===== config.mk =====
export PLATFORM = sky130hd
export DESIGN_NAME = adder_pipe
export DESIGN_NICKNAME = d
export VERILOG_FILES = /design/src/rtl/adder_pkg.sv /design/src/rtl/adder_pipe_stage.sv /design/src/rtl/adder_pipe.sv
export SDC_FILE = /design/constraint.sdc
export NUM_CORES = 1
export LEC_CHECK = 0
export CAP_MARGIN = 20
export CORE_AREA = 2 2 44 46
export CTS_CLUSTER_SIZE = 20
export DETAILED_ROUTE_END_ITERATION = 8
export DIE_AREA = 0 0 46 48
export PLACE_DENSITY = 0.76
export SYNTH_ARGS = -nofsm -noshare
export SYNTH_HDL_FRONTEND = slang
export SYNTH_SLANG_ARGS = --single-unit

===== constraint.sdc =====
create_clock -name clk -period 1.2 [get_ports clk]
set_input_delay 0.24 -clock clk [delete_from_list [all_inputs] [get_ports clk]]
set_output_delay 0.24 -clock clk [all_outputs]
set_load 0.02 [all_outputs]

===== src/rtl/adder_pkg.sv =====
// rtl/adder_pkg.sv - shared opcodes and add/subtract result function
package adder_pkg;

    localparam logic OP_ADD = 1'b0;
    localparam logic OP_SUB = 1'b1;

    // Widest operand the shared function handles; callers zero-extend into it.
    localparam int MAX_W = 32;

    // Returns {ovf, c}: ovf in the top bit, c zero-extended to MAX_W+1 bits.
    // Only the low width+1 bits of c are meaningful.
    function automatic logic [MAX_W+1:0] calc_result(
        input logic [MAX_W-1:0] a,
        input logic [MAX_W-1:0] b,
        input logic             op,
        input logic             sat,
        input int               width
    );
        logic [MAX_W:0] s;
        logic [MAX_W:0] mask_c;
        logic [MAX_W:0] mask_v;
        logic [MAX_W:0] c;
        logic           msb;
        logic           ovf;
        // mask_c keeps width+1 bits (result incl. carry/borrow), mask_v keeps width bits
        mask_c = {(MAX_W+1){1'b1}} >> (MAX_W - width);
        mask_v = mask_c >> 1;
        if (op == OP_SUB) begin
            s = {1'b0, a} - {1'b0, b};
        end else begin
            s = {1'b0, a} + {1'b0, b};
        end
        s   = s & mask_c;
        // Bit 'width' of the raw result: carry for ADD, borrow for SUB
        msb = |(s & ~mask_v);
        if (!sat) begin
            c   = s;
            ovf = msb;
        end else if (msb) begin
            c   = (op == OP_SUB) ? '0 : mask_v;
            ovf = 1'b1;
        end else begin
            c   = s & mask_v;
            ovf = 1'b0;
        end
        return {ovf, c};
    endfunction

endpackage


===== src/rtl/adder_pipe_stage.sv =====
// rtl/adder_pipe_stage.sv - one valid/ready register slice of the adder pipeline
module adder_pipe_stage
    import adder_pkg::*;
#(
    parameter int DW = 6
) (
    input  logic          clk,
    input  logic          reset,
    input  logic          up_valid,
    output logic          up_ready,
    input  logic [DW-1:0] up_data,
    output logic          dn_valid,
    input  logic          dn_ready,
    output logic [DW-1:0] dn_data
);

    logic          valid_q;
    logic [DW-1:0] data_q;

    // Slice can take new data when empty or when its current contents leave this cycle
    assign up_ready = !valid_q || dn_ready;
    assign dn_valid = valid_q;
    assign dn_data  = data_q;

    // Load on upstream transfer; clear when upstream has nothing while we drain; hold otherwise
    always_ff @(posedge clk or posedge reset) begin
        if (reset) begin
            valid_q <= 1'b0;
            data_q  <= '0;
        end else if (up_ready) begin
            valid_q <= up_valid;
            if (up_valid) begin
                data_q <= up_data;
            end
        end
    end

endmodule


===== src/rtl/adder_pipe.sv =====
// rtl/adder_pipe.sv - pipelined add/subtract unit with valid/ready handshake
module adder_pipe
    import adder_pkg::*;
#(
    parameter int WIDTH    = 4,
    parameter int STAGES   = 2,
    parameter int SATURATE = 0
) (
    input  logic             clk,
    input  logic             reset,
    input  logic             in_valid,
    output logic             in_ready,
    input  logic [WIDTH-1:0] a,
    input  logic [WIDTH-1:0] b,
    input  logic             op,
    output logic             out_valid,
    input  logic             out_ready,
    output logic [WIDTH:0]   c,
    output logic             ovf
);

    // Payload carried down the pipe: {ovf, c}
    localparam int DW = WIDTH + 2;

    logic [MAX_W+1:0] res;
    logic [DW-1:0]    calc_data;

    // Chain links: index i is the upstream side of stage i, index STAGES is the output
    logic             v_link    [STAGES+1];
    logic             rdy_link  [STAGES+1];
    logic [DW-1:0]    data_link [STAGES+1];

    assign res       = calc_result(MAX_W'(a), MAX_W'(b), op, SATURATE != 0, WIDTH);
    assign calc_data = {res[MAX_W+1], res[WIDTH:0]};

    generate
        if (WIDTH < MAX_W) begin : g_unused_hi
            logic unused_hi;
            assign unused_hi = &{1'b0, res[MAX_W:WIDTH+1]};
        end
    endgenerate

    assign v_link[0]         = in_valid;
    assign data_link[0]      = calc_data;
    assign rdy_link[STAGES]  = out_ready;

    generate
        for (genvar i = 0; i < STAGES; i++) begin : g_stage
            adder_pipe_stage #(
                .DW(DW)
            ) u_stage (
                .clk      (clk),
                .reset    (reset),
                .up_valid (v_link[i]),
                .up_ready (rdy_link[i]),
                .up_data  (data_link[i]),
                .dn_valid (v_link[i+1]),
                .dn_ready (rdy_link[i+1]),
                .dn_data  (data_link[i+1])
            );
        end
    endgenerate

    assign in_ready  = rdy_link[0];
    assign out_valid = v_link[STAGES];
    assign c         = data_link[STAGES][WIDTH:0];
    assign ovf       = data_link[STAGES][WIDTH+1];

endmodule


Yosys cells after proc, flatten, opt, wreduce, memory -nomap -nowiden
Index checks and enable logic that the tools add are counted.
- add/subtract/negate cells: 2
- mux-type cells: 1
- reductions and logical operators: 6
- operators with widths (cell ; number):
    4-bit by 4-bit adder with 5-bit output ; 1
    5-bit 2-to-1 mux ; 1
    4-bit by 4-bit subtractor with 5-bit output ; 1
    2-bit AND reduction ; 2
    1-bit zero test ; 2
    1-bit logical OR ; 2
- register bits: 12
- input bits: 13
- output and inout bits: 8
- logic and storage cells: 13

Logic depth before layout (Yosys ltp)
- depth in word-level cells: 4
- depth in mapped cells: 9

Modules after synthesis
From an unflattened synthesis, not the netlist that was laid out.
- cells, all modules: 61
- area, all modules: 809.5 um2
- modules (own cells, without submodules) (module ; times used ; cells an instance ; area an instance (um2)):
    adder_pipe_stage ; 2 ; 17 ; 301.5
    adder_pipe ; 1 ; 27 ; 206.4

Least setup slack after synthesis
Ideal clock, no wire load.
- path kind: input-to-reg
- start point: input port b[0]
- end point: register, netlist name g_stage[0].u_stage.dn_data[4]
- library setup time: 0.119 ns
- arrival: 1.539 ns
- required time: 1.081 ns
- path slack: -0.458 ns
- stages: 8
- path buffers: 0
- path through: inv_1 ha_1 mux2i_1 fa_1 a21o_1 a21oi_2 xnor2_1 o21ai_2
- cells in the longest elaborated chain, start to end: 2
- elaborated cells on any way between the ends: 3
- RTL lines (element ; line ; RTL):
    start, declared ; adder_pipe.sv:14 ; input logic [WIDTH-1:0] b,
    4-bit by 4-bit adder with 5-bit output or 4-bit by 4-bit subtractor with 5-bit output (tied branches) ; adder_pkg.sv:31, adder_pkg.sv:29 ;
    5-bit 2-to-1 mux (*) ; adder_pkg.sv:28 ; if (op == OP_SUB) begin
Every way passes the cells marked *; elsewhere a longest branch is shown, timed or not.
A chain may end at the register's enable or synchronous reset.

Final worst setup path
- start point: input port b[1]
- end point: register, netlist name g_stage[0].u_stage.dn_data[4]
- cells in the longest elaborated chain, start to end: 2
- elaborated cells on any way between the ends: 3
- RTL lines (element ; line):
    4-bit by 4-bit adder with 5-bit output or 4-bit by 4-bit subtractor with 5-bit output (tied branches) ; adder_pkg.sv:31, adder_pkg.sv:29
    5-bit 2-to-1 mux (*) ; adder_pkg.sv:28
Marks and branches as above.

==> key figures <==
Routing
  • Antenna viol nets, final: 0
  • DRC: 0
  • WL final: 1270 µm
  • Vias after detailed routing: 547
  • DR WL/cell: 11.1 µm
  • Iter 0 DRT Violations: 1
  • Vias/cell: 4.80
  • Pre-antenna DRT Iters: 2

Clock tree
  • CTS buffer count: 3
  • Clk pin slew, worst setup/hold paths: 0.06 ns
  • Skew-Pair Late Insertion Delay: 0.26 ns
  • CTS Root Cell: clkbuf_4
  • CTS tree: built
  • H-tree levels: 1
  • Clk sinks: 12
  • CTS Hold Bufs: 0
  • Clk buf depth: 2

Yosys
  • Post-synthesis cell area: 721 µm²
  • Mean Syn Cell Area: 11.1 µm²
  • Synth warn: 0
  • Post-synth top cells: dfrtp_1 (12), inv_1 (6), mux2_1 (6), buf_4 (5), ha_1 (5)
  • Async S/R FF share, synth: 1.00
  • Synth Flop Type: dfrtp_1
  • Sequential area share after synthesis: 0.417
  • Syn Inst Count: 65
  • Top-count cell post-synth: dfrtp_1
  • Largest cells by area after synthesis: dfrtp_1 (42%), mux2_1 (9.4%), ha_1 (8.7%)
  • EDFF count, synth: 0
  • Yosys reg bits: 12
  • Synthesized Nets: 84
  • Count of different cell masters after synthesis: 23
  • Share of Yosys cell area claimed by the top area cell type: 0.417
  • Synth area leader: dfrtp_1

Floorplan
  • Die area: 2210 µm²
  • Initial Util: 0.427
  • Die Wd: 46 µm
  • # IOs: 21
  • Row count: 15
  • Core Region: 1690 µm²
  • Die extent in y: 48 µm

Finish
  • Diode count: 0
  • Net count reported at finish: 118
  • Design Area, Final: 1110 µm²
  • Fill cells: 135
  • Layout Cells excl Fill: 114
  • Share of layout cells above drive strength 1: 0.485
  • Area Overhead vs Synth: 53.6%

Worst setup path
  • Critical path endpoint category: flop
  • Internal reg-to-reg setup slack: 0.04 ns
  • Startpoint class of the critical path: input port
  • Req. time, crit path: 1.35 ns
  • Worst Path Max Fanout: 2
  • Critical path arrival: 1.60 ns
  • Critical path type: in2reg

Global route
  • Routing usage on met2: 0.239
  • First-pass GRT wire length: 1990 µm
  • Antenna violations before repair: 0
  • Busiest metal layer after global routing: met2
  • GRT Util Overall: 0.132
  • Pin count of the biggest net entering global routing: 13
  • GR Overflow Total: 0
  • Vias in the first global route: 525
  • GR Layer Usage met1: 0.134
  • M3 GR Usage: 0.0113

Timing
  • Final min period: 1.45 ns
  • Slew HR: 0.715
  • RSZ-0062 raised after global routing: true
  • FMAX: 0.689 GHz
  • Setup-failing EPs final: 4
  • Worst clock skew: 0.000775 ns
  • Worst-Margin Slew: 0.427 ns
  • Pins Over Slew Limit: 0
  • Setup TNS Final: -0.776 ns
  • Final setup margin: -0.252 ns
  • Part of the cycle the worst path needs: 1.21
  • Final hold vios: 0

Place
  • Post-DP Area: 1040 µm²
  • DP Cell Count: 108
  • Pre-CTS setup slack: -1.08 ns
  • Port Buffers: 20
  • DP Wirelength: 992 µm
  • RePlAce Congestion: 0.680

Power
  • Static Leak: 0.528 nW
  • Final total power: 0.00138 W
  • Pwr Density: 1250 nW/µm²
  • Peak VDD IR: 0.581 mV

Status
  • Violated checks: setup timing
  • Status: finished with violations

Min path
  • Path type of the worst min-delay path: in2async

Run
  • Max Cap Viol: 0
==> metrics by stage <==
| stage | util | hold slack (ns) |
|---|---|---|
| detailed placement | 0.618 | 0.465 |
| global route | 0.656 | 0.320 |
| global placement | 0.618 | 0.457 |
| finish | 0.656 | 0.279 |
| CTS | 0.647 | 0.297 |
| floorplan | - | 0.105 |
==> placed cells by master, fill, tap and decap left out, types with 4 or more instances in the layout <==
master	count
clkbuf_2	5
clkdlybuf4s50_1	5
buf_4	12
mux2_1	5
nand2_1	4
dfrtp_1	12
==> critical path: stages <==
cell	delay, ns
buf_12	0.09
inv_12	0.03
ha_4	0.26
mux2i_4	0.07
fa_2	0.37
a21o_1	0.20
a21oi_2	0.13
xnor2_1	0.14
o21ai_2	0.08
==> sequential cells by signal, indices dropped and copies added (netlist names) <==
| register | cells |
|---|---|
| g_stage.u_stage.dn_valid | 2 |
| g_stage.u_stage.dn_data | 10 |
==> routing by layer <==
metal / vias up / routed length, µm
met1: 244 / 470
met2: 22 / 682
met5: - / 0
met4: 0 / 68
li1: 275 / -
met3: 6 / 49
==> cell families after synthesis <==
| group | count (synthesis) | share of synthesized area |
|---|---|---|
| multiplexers | 7 | 0.108 |
| AND/OR/NAND/NOR | 16 | 0.141 |
| flip-flops | 12 | 0.417 |
| buffers and inverters | 11 | 0.0833 |
| adder cells (fa/ha/maj) | 6 | 0.115 |
| XOR/XNOR | 4 | 0.0486 |
| AO/OA/AOI/OAI | 9 | 0.0886 |
==> path summary, 6_finish.rpt <==
kind / start / end / cells past startpoint
setup / recovery: b[1] / g_stage[0].u_stage.dn_data[4]$_DFFE_PP0P_ / 9
hold / removal: reset / g_stage[0].u_stage.dn_data[2]$_DFFE_PP0P_ / 2
setup reg to reg: g_stage[1].u_stage.dn_valid$_DFFE_PP0P_ / g_stage[0].u_stage.dn_data[1]$_DFFE_PP0P_ / 4
hold reg to reg: g_stage[0].u_stage.dn_data[4]$_DFFE_PP0P_ / g_stage[0].u_stage.dn_data[4]$_DFFE_PP0P_ / 2
max in group asynchronous: reset / g_stage[1].u_stage.dn_data[4]$_DFFE_PP0P_ / 2
min in group clk: a[0] / g_stage[0].u_stage.dn_data[0]$_DFFE_PP0P_ / 4
==> area by class of cell <==
class	instances	area (µm²)	area share
repair buffers	34	290	0.262
inverters	6	42.5	0.0384
clock buffers	3	22.5	0.0203
well taps	17	21.3	0.0192
multi-input cells	42	430	0.389
flip-flops and latches	12	300	0.271
==> what timing repair did <==
| action | CTS | global route |
|---|---|---|
| setup endpoints to repair | 12 | 10 |
| pin swaps | 12 | 9 |
| gates resized for setup | 46 | 18 |
| setup buffers | 1 | 3 |
==> power by group <==
group	leakage [nW]	internal (W)	switching, W
clock	0.0138	0.000116	0.000113
sequential	0.142	0.000511	0.0000534
combinational	0.371	0.000304	0.000286
total	0.528	0.000931	0.000452
No activity file was read; power rests on OpenSTA's default activity.
